`src/rtl/vga_timing_pkg.sv`:
```
// vga_timing_pkg: VGA timing defaults and types shared by the horizontal and vertical stages
package vga_timing_pkg;
  localparam int H_TOTAL   = 1575;
  localparam int H_SYNC    = 189;
  localparam int H_BACK    = 74;
  localparam int H_ACTIVE  = 1280;
  localparam int H_FRONT   = 32;
  localparam int PIXEL_DIV = 2;
  localparam int V_ACTIVE  = 480;
  localparam int COLOR_W   = 8;
  typedef enum logic [1:0] {SYNC, BACK, ACTIVE, FRONT} h_state_t;
  typedef struct packed {
    logic [COLOR_W-1:0] r;
    logic [COLOR_W-1:0] g;
    logic [COLOR_W-1:0] b;
  } rgb_t;
endpackage

```
`src/rtl/vga_pixel_divider.sv`:
```
// vga_pixel_divider: sub-pixel phase counter plus pixel index counter
// VGA_CLOCK/VGA_RESET_N: clock and asynchronous active-low reset
// en: advance while high, clear both counters while low
// sub: phase within the current pixel (0 on its first clock); cnt: pixel index
module vga_pixel_divider
  import vga_timing_pkg::*;
#(
  parameter int DIV = PIXEL_DIV,
  parameter int W = 10,
  localparam int SW = DIV > 1 ? $clog2(DIV) : 1
) (
  input  logic          VGA_CLOCK,
  input  logic          VGA_RESET_N,
  input  logic          en,
  output logic [SW-1:0] sub,
  output logic [W-1:0]  cnt
);
  logic last;
  assign last = sub == SW'(DIV - 1);
  always_ff @(posedge VGA_CLOCK or negedge VGA_RESET_N)
    if (!VGA_RESET_N) begin
      sub <= '0;
      cnt <= '0;
    end else if (!en) begin
      sub <= '0;
      cnt <= '0;
    end else begin
      sub <= last ? '0 : sub + 1'b1;
      cnt <= last ? cnt + 1'b1 : cnt;
    end
endmodule

```
`src/rtl/vga_hsync_pixel_timing.sv`:
```
// vga_hsync_pixel_timing: horizontal sync, renderer pixel coordinates and registered VGA DAC pins
// VGA_CLOCK/VGA_RESET_N: pixel clock and asynchronous active-low reset
// ENABLE: vertical active window from the vsync stage; FRAME_START pulses once on its rising edge
// PIXEL_X/PIXEL_Y/PIXEL_VALID/PIXEL_STROBE: renderer address and pixel pulse, one clock after h_cnt
// RGB_IN: renderer colour for the current address, sampled in the same cycle
// VGA_HS/VGA_BLANK_N/VGA_R/VGA_G/VGA_B: DAC pins, all two clocks after h_cnt
module vga_hsync_pixel_timing
  import vga_timing_pkg::*;
#(
  parameter int H_TOT   = H_TOTAL,
  parameter int H_SYN   = H_SYNC,
  parameter int H_BP    = H_BACK,
  parameter int H_ACT   = H_ACTIVE,
  parameter int H_FP    = H_FRONT,
  parameter int PIX_DIV = PIXEL_DIV,
  parameter int V_ACT   = V_ACTIVE
) (
  input  logic                 VGA_CLOCK,
  input  logic                 VGA_RESET_N,
  input  logic                 ENABLE,
  input  logic [3*COLOR_W-1:0] RGB_IN,
  output logic [9:0]           PIXEL_X,
  output logic [9:0]           PIXEL_Y,
  output logic                 PIXEL_VALID,
  output logic                 PIXEL_STROBE,
  output logic                 FRAME_START,
  output logic                 VGA_HS,
  output logic                 VGA_BLANK_N,
  output logic [COLOR_W-1:0]   VGA_R,
  output logic [COLOR_W-1:0]   VGA_G,
  output logic [COLOR_W-1:0]   VGA_B
);
  localparam int HW = $clog2(H_TOT);
  localparam int SW = PIX_DIV > 1 ? $clog2(PIX_DIV) : 1;
  if (H_SYN + H_BP + H_ACT + H_FP != H_TOT) begin : g_bad_h_sum
    $error("horizontal sync, porches and active period do not add up to H_TOT");
  end
  if (H_ACT % PIX_DIV != 0) begin : g_bad_pix_div
    $error("H_ACT is not a whole number of pixels");
  end
  h_state_t      state, state_nxt;
  logic [HW-1:0] h_cnt;
  logic          wrap;
  logic          enable_q, enable_qq;
  logic          armed;
  logic [9:0]    line_cnt;
  logic [SW-1:0] sub;
  logic [9:0]    div_x;
  logic          vis;
  logic          hs_s1;
  rgb_t          rgb;
  assign wrap        = h_cnt == HW'(H_TOT - 1);
  assign rgb         = RGB_IN;
  assign FRAME_START = enable_q & ~enable_qq;
  // armed: ENABLE_q was already high before this line's active region began,
  // so a window opening mid-line never shows or counts a partial line
  assign vis = state == ACTIVE && enable_q && armed && line_cnt < 10'(V_ACT);
  always_comb begin
    state_nxt = state;
    case (state)
      SYNC:    if (h_cnt == HW'(H_SYN - 1)) state_nxt = BACK;
      BACK:    if (h_cnt == HW'(H_SYN + H_BP - 1)) state_nxt = ACTIVE;
      ACTIVE:  if (h_cnt == HW'(H_SYN + H_BP + H_ACT - 1)) state_nxt = FRONT;
      default: if (wrap) state_nxt = SYNC;
    endcase
  end
  always_ff @(posedge VGA_CLOCK or negedge VGA_RESET_N)
    if (!VGA_RESET_N) begin
      h_cnt <= '0;
      state <= SYNC;
    end else begin
      h_cnt <= wrap ? '0 : h_cnt + 1'b1;
      state <= state_nxt;
    end
  always_ff @(posedge VGA_CLOCK or negedge VGA_RESET_N)
    if (!VGA_RESET_N) begin
      enable_q  <= 1'b0;
      enable_qq <= 1'b0;
      armed     <= 1'b0;
      line_cnt  <= '0;
    end else begin
      enable_q  <= ENABLE;
      enable_qq <= enable_q;
      armed     <= enable_q && (armed || state == SYNC || state == BACK);
      line_cnt  <= !enable_q ? '0 : (wrap && armed && line_cnt < 10'(V_ACT)) ? line_cnt + 1'b1 : line_cnt;
    end
  vga_pixel_divider #(.DIV(PIX_DIV), .W(10)) u_div (
    .VGA_CLOCK  (VGA_CLOCK),
    .VGA_RESET_N(VGA_RESET_N),
    .en         (state == ACTIVE),
    .sub        (sub),
    .cnt        (div_x)
  );
  always_ff @(posedge VGA_CLOCK or negedge VGA_RESET_N)
    if (!VGA_RESET_N) begin
      PIXEL_VALID  <= 1'b0;
      PIXEL_STROBE <= 1'b0;
      PIXEL_X      <= '0;
      PIXEL_Y      <= '0;
      hs_s1        <= 1'b1;
      VGA_HS       <= 1'b1;
      VGA_BLANK_N  <= 1'b0;
      VGA_R        <= '0;
      VGA_G        <= '0;
      VGA_B        <= '0;
    end else begin
      PIXEL_VALID  <= vis;
      PIXEL_STROBE <= vis && sub == '0;
      PIXEL_X      <= vis ? div_x : '0;
      PIXEL_Y      <= vis ? line_cnt : '0;
      hs_s1        <= state != SYNC;
      VGA_HS       <= hs_s1;
      VGA_BLANK_N  <= PIXEL_VALID;
      VGA_R        <= PIXEL_VALID ? rgb.r : '0;
      VGA_G        <= PIXEL_VALID ? rgb.g : '0;
      VGA_B        <= PIXEL_VALID ? rgb.b : '0;
    end
endmodule
```
`config.mk`:
```
export PLATFORM = sky130hd
export DESIGN_NAME = vga_hsync_pixel_timing
export DESIGN_NICKNAME = d
export VERILOG_FILES = /design/src/rtl/vga_timing_pkg.sv /design/src/rtl/vga_pixel_divider.sv /design/src/rtl/vga_hsync_pixel_timing.sv
export SDC_FILE = /design/constraint.sdc
export NUM_CORES = 1
export LEC_CHECK = 0
export ABC_CLOCK_PERIOD_IN_PS = 2700
export CAP_MARGIN = 20
export CORE_ASPECT_RATIO = 1.5
export CORE_UTILIZATION = 50
export CTS_CLUSTER_DIAMETER = 100
export CTS_CLUSTER_SIZE = 24
export DETAILED_ROUTE_END_ITERATION = 10
export PLACE_DENSITY_LB_ADDON = 0.08
export SLEW_MARGIN = 0
export SYNTH_ARGS = -nofsm -noshare
export SYNTH_HDL_FRONTEND = slang
export SYNTH_SLANG_ARGS = --single-unit
export TNS_END_PERCENT = 10
```
`constraint.sdc`:
```
create_clock -name VGA_CLOCK -period 2.7 [get_ports VGA_CLOCK]
set_clock_uncertainty 0.1 [all_clocks]
set_input_delay 0.54 -clock VGA_CLOCK [delete_from_list [all_inputs] [get_ports VGA_CLOCK]]
set_output_delay 0.54 -clock VGA_CLOCK [all_outputs]
set_load 0.01 [all_outputs]
```
# Word level (Yosys, flattened, before mapping)
# Index checks and enable logic that the tools add are counted.
dict set report word_totals {
  elab_cells 67
  in_bits 27
  ff_bits 86
  output_inout_bits 49
}
dict set report op_classes {
  addsub 4
  bitwise 3
  eq_ne 11
  magnitude_cmp 1
  muxes 17
  reduce_logical 13
}
# operator n
set ops {}
lappend ops {{10-bit two-way mux} 6}
lappend ops {{8-bit two-way mux} 3}
lappend ops {{11-bit == test (second input constant)} 2}
lappend ops {{10-bit by 1-bit adder with 10-bit output (second input constant)} 2}
lappend ops {{11-bit by 1-bit adder with 11-bit output (second input constant)} 1}
lappend ops {{11-bit by 8-bit == test with 1-bit output (second input constant)} 1}
lappend ops {{11-bit by 9-bit == test with 1-bit output (second input constant)} 1}
lappend ops {{11-bit two-way mux} 1}
lappend ops {{10-bit by 9-bit < comparator with 1-bit output (second input constant)} 1}
lappend ops {{2-bit two-way mux} 4}
lappend ops {{2-bit != test (second input constant)} 4}
lappend ops {{1-bit logical AND} 7}
lappend ops {{2-bit case mux with 3 select lines} 1}
lappend ops {{4-bit AND reduction} 1}
lappend ops {{4-bit nonzero test} 1}
lappend ops {{2-bit by 1-bit == test with 1-bit output (second input constant)} 1}
lappend ops {{2-bit == test (second input constant)} 1}
lappend ops {{2-bit logical NOT} 1}
lappend ops {{1-bit logical OR} 2}
lappend ops {{1-bit two-way mux} 2}
lappend ops {{2-bit by 1-bit != test with 1-bit output (second input constant)} 1}
lappend ops {{1-bit NOT} 2}
lappend ops {{2-bit nonzero test} 1}
lappend ops {{1-bit adder (second input constant)} 1}
lappend ops {{1-bit bitwise AND} 1}

# Logic depth before layout (Yosys ltp)
dict set report depth {
  word_depth 5
  ltp_mapped 8
  mapped_depth_nobuf 7
}

# Modules after synthesis
# Synthesis repeated with hierarchy kept, for this count alone.
dict set report hier_totals {
  hier_cells 277
  area_unflattened_um2 3399.5
}
# mod instances seq_area_each_um2 cells_each area_each_um2
set by_module_without_submodules {}
lappend by_module_without_submodules {vga_hsync_pixel_timing 1 1879.3 228 2881.5}
lappend by_module_without_submodules {vga_pixel_divider 1 275.3 49 518.0}

# Worst setup path before layout
# Ideal clock, no wire load.
dict set report synth_path {
  path_kind {register to register}
  startpoint {reg h_cnt[0]}
  endpoint {reg state[1]}
  required_time_ps 2475
  n_path_buf 0
  synth_period_minus_slack_ps 2078
  arrival_ps 1853
  path_stages_with_launch 8
  setup_ps 125
  path_slack_ps 622
  cell_sequence {dfrtp_1 inv_1 ha_1 nand4bb_2 or4_4 a21oi_2 o211ai_2 mux2_4}
}
dict set report synth_via {
  elab_chain_len 3
  word_cells_on_any_way 9
  cone_classes {eq/ne (7); reduce/logical (2)}
}
# item line
set synth_rtl {}
lappend synth_rtl {{start, declared} vga_hsync_pixel_timing.sv:42} ;# logic [HW-1:0] h_cnt;
lappend synth_rtl {{start signal, assigned} vga_hsync_pixel_timing.sv:72} ;# h_cnt <= wrap ? '0 : h_cnt + 1'b1;
lappend synth_rtl {{11-bit == test (tied with other cells)} vga_hsync_pixel_timing.sv:63} ;# ACTIVE: if (h_cnt == HW'(H_SYN + H_BP + H_ACT - 1)) state_nxt = FRONT;
lappend synth_rtl {{2-bit != test (no source line) / 4-bit nonzero test (equally long branches)} --}
lappend synth_rtl {{4-bit AND reduction (no source line) *} --}
lappend synth_rtl {{end signal, assigned} vga_hsync_pixel_timing.sv:73} ;# state <= state_nxt;
lappend synth_rtl {{end, declared} vga_hsync_pixel_timing.sv:41} ;# h_state_t state, state_nxt;
# Every way passes the cells marked *; elsewhere a longest branch is shown, timed or not.
# A chain may end at the register's enable or synchronous reset.

# Final worst setup path
# Ends and elaborated chain as after synthesis.

==> impl_results.md <==
- CORE AREA: 0.00653 mm^2
- Largest net degree at the start of global routing: 37
- Vias/cell: 4.95
- Fin. max-slew vios: 0
- Synth cell count leaders: 84 x dfrtp_1, 58 x and2_1, 15 x xnor2_1, 14 x nand2_1
- Die Span Y: 103 um
- Synth cell types: 35
- Fin crit period: 2.17 ns
- Cts repair resizes: 0
- Total Die Area: 0.00711 mm^2
- Drt first pass iters: 4
- Prevailing post-synth register cell: dfrtp_1
- Nets: 395
- Post-synth ARST share: 100%
- DP Wirelength: 4.38 mm
- PD cells: 499 mW/mm^2
- Via count: 2183
- Initial Utilization: 51.9%
- Layout cell share with drive strength beyond 1: 6.58%
- Root Buffer: clkbuf_8
- Mapped Cells: 277
- Most common cell in the netlist: dfrtp_1
- Share of the synthesized area in the top cell type: 62.1%
- Routed Antenna Nets: 0
- Critical path class: flip-flop to flip-flop
- Logic gate share of total power: 3.4%
- Mapped Nets: 312
- Min-Delay Path Class: primary input to async pin
- Leakage: 2.04 nW
- Outcome: complete, no violations
- CTS tree: yes
- Unrepaired setup endpoints after global routing: no
- Max clock buf depth: 2
- Die Wd: 69.2 um
- Switching share of total power: 20.2%
- Placer Congestion: 0.772
- Vias in the first global route: 2171
- Seq/Total Area, Yosys: 63.6%
- Crit end category: flip-flop
- Metal2 WL: 3.16 mm
- Mapped cell area: 0.00339 mm^2
- Met3 wire len: 284 um
- CP arrival: 2.31 ns
- First-pass GRT wire length: 10.2 mm
- Pint: 1.76 mW
- CP Max Fanout: 6
- IO Pins: 76
- GRT Total Usage: 19.1%
- CTS buffer count: 9
- Worst slew pin tran: 0.569 ns
- Max VDD drop: 0.396 mV
- Met1 wire length: 2.49 mm
- DR DRC count: 0
- Diodes inserted: 0
- Fillers: 515
- Max Cap Viol: 0
- # hold bufs at CTS: 0
- Rel. slew slack: 62.1%
- Highest metal used: met4
- Startpoint types: flip-flop
- Number of synthesized flops with an enable pin: 0
- Clock Latency Late Sink: 0.35 ns
- DRT iter0 DRCs: 101
- Sum of negative setup slack: 0 ns
- WL/cell: 13.7 um
- Switching pwr: 446 uW
- Area Growth Syn to Fin: 30.3%
- Setup violations, final: 0
- Worst-path clk slew: 0.08 ns
- Upper clock frequency limit: 461 MHz
- Gr ovfl total: 0
- Hold slack: 0.0346 ns
- Mapped Avg Cell Area: 12.2 um^2
- Most area-consuming cells after synthesis: dfrtp_1 62%, and2_1 11%, xnor2_1 3.9%
- Routed WL: 6.05 mm
- Final hold violations: 0
- Flop pwr share: 58.6%
- Ys Warns: 0
- IO Port Bufs: 75
- Synth Register Bits: 86
- Clock share of power: 38.1%
- Row count: 36
- Initial antenna violation count: 0
- Data required time at the worst endpoint: 2.84 ns
- Post-synth top area cell: dfrtp_1
- TritonCTS Sinks: 86
- Final Cycle Share: 80.3%
- H-tree levels: 3
- Setup Buffers After CTS: 0
[final timing paths]
check,cells past startpoint,slack [ns],start,endpoint
worst max-delay path,7,0.53,h_cnt[0]$_DFF_PN0_,state[1]$_DFFE_PN0P_
worst min-delay path,1,0.03,VGA_RESET_N,VGA_R[7]$_DFF_PN0_
worst max register to register,7,0.53,h_cnt[0]$_DFF_PN0_,state[1]$_DFFE_PN0P_
worst min register to register,0,0.26,hs_s1$_DFF_PN1_,VGA_HS$_DFF_PN1_
max in group asynchronous,2,1.72,VGA_RESET_N,VGA_HS$_DFF_PN1_
min in group VGA_CLOCK,0,0.26,hs_s1$_DFF_PN1_,VGA_HS$_DFF_PN1_
[logic make-up (layout without fill, tap and decap cells)]
kind of cell,Yosys count,after routing,share of synthesized area [%]
flip-flops,86,86,63.6
AND/OR/NAND/NOR,127,127,21.9
adder cells (fa/ha/maj),8,8,2.96
multiplexers,6,6,1.92
buffers and inverters,16,104,1.81
XOR/XNOR,19,19,4.91
AO/OA/AOI/OAI,14,14,2.81
other,1,1,0.111
[through the flow]
step	setup WS, ns	power, mW	cell area [um^2]	instances	utilization [%]
2_1_floorplan	0.622	1.32	3390	277	-
3_3_place_gp	0.579	1.39	4240	425	64.9
3_5_place_dp	0.528	1.39	4240	425	64.9
4_1_cts	0.516	2.24	4410	441	67.6
5_1_grt	0.405	2.29	4410	441	67.6
6_report	0.533	2.20	4410	441	67.6
[power groups by stage]
stage	registers, mW	clock network (mW)	logic, mW
CTS	1.29	0.867	0.0771
floorplan	1.32	0	0.00534
global placement	1.32	0	0.0759
global route	1.29	0.914	0.0841
detailed placement	1.32	0	0.0767
finish	1.29	0.839	0.0739
[cells in the final DEF (no fill, tap or decap), drive strengths merged, types with 8 or more instances in the layout]
| cell type | count |
|---|---|
| and2 | 58 |
| dfrtp | 84 |
| inv | 8 |
| nand4 | 8 |
| clkdlybuf4s50 | 74 |
| xnor2 | 15 |
| nand2 | 14 |
| nor2 | 10 |
| ha | 8 |
| clkbuf | 14 |
| nand3 | 10 |
[layer usage]
layer | track usage (%) | vias up
met5 | 0 | -
met4 | 8.48 | 0
met3 | 6.06 | 9
met2 | 34.3 | 53
met1 | 20.9 | 1052
li1 | - | 1069
[flip-flops by register name, indices dropped and copies added (netlist names)]
signal	cells
h_cnt	11
PIXEL_X	10
PIXEL_Y	10
line_cnt	10
u_div.cnt	10
VGA_B	8
VGA_G	8
VGA_R	8
state	2
PIXEL_STROBE	1
PIXEL_VALID	1
VGA_BLANK_N	1
VGA_HS	1
armed	1
enable_q	1
enable_qq	1
hs_s1	1
u_div.sub	1
[worst max-delay path: stages, from the launching register on]
cell and delay, ns:
dfrtp_1 0.44, inv_1 0.10, ha_1 0.16, nand4bb_2 0.15
or4_4 0.51, a21oi_2 0.15, o211ai_2 0.13, mux2_4 0.32
[layout make-up]
cell class              count  area (um^2)  share of cell area (%)
repair buffers             80          786                    17.8
multi-input cells         175         1170                    26.5
inverters                   8         30.0                   0.680
clock buffers              14          143                    3.23
flip-flops and latches     86         2150                    48.8
well taps                  76         95.1                    2.15
clock inverters             2         35.0                   0.794
Power figures use the tool's default switching activity.
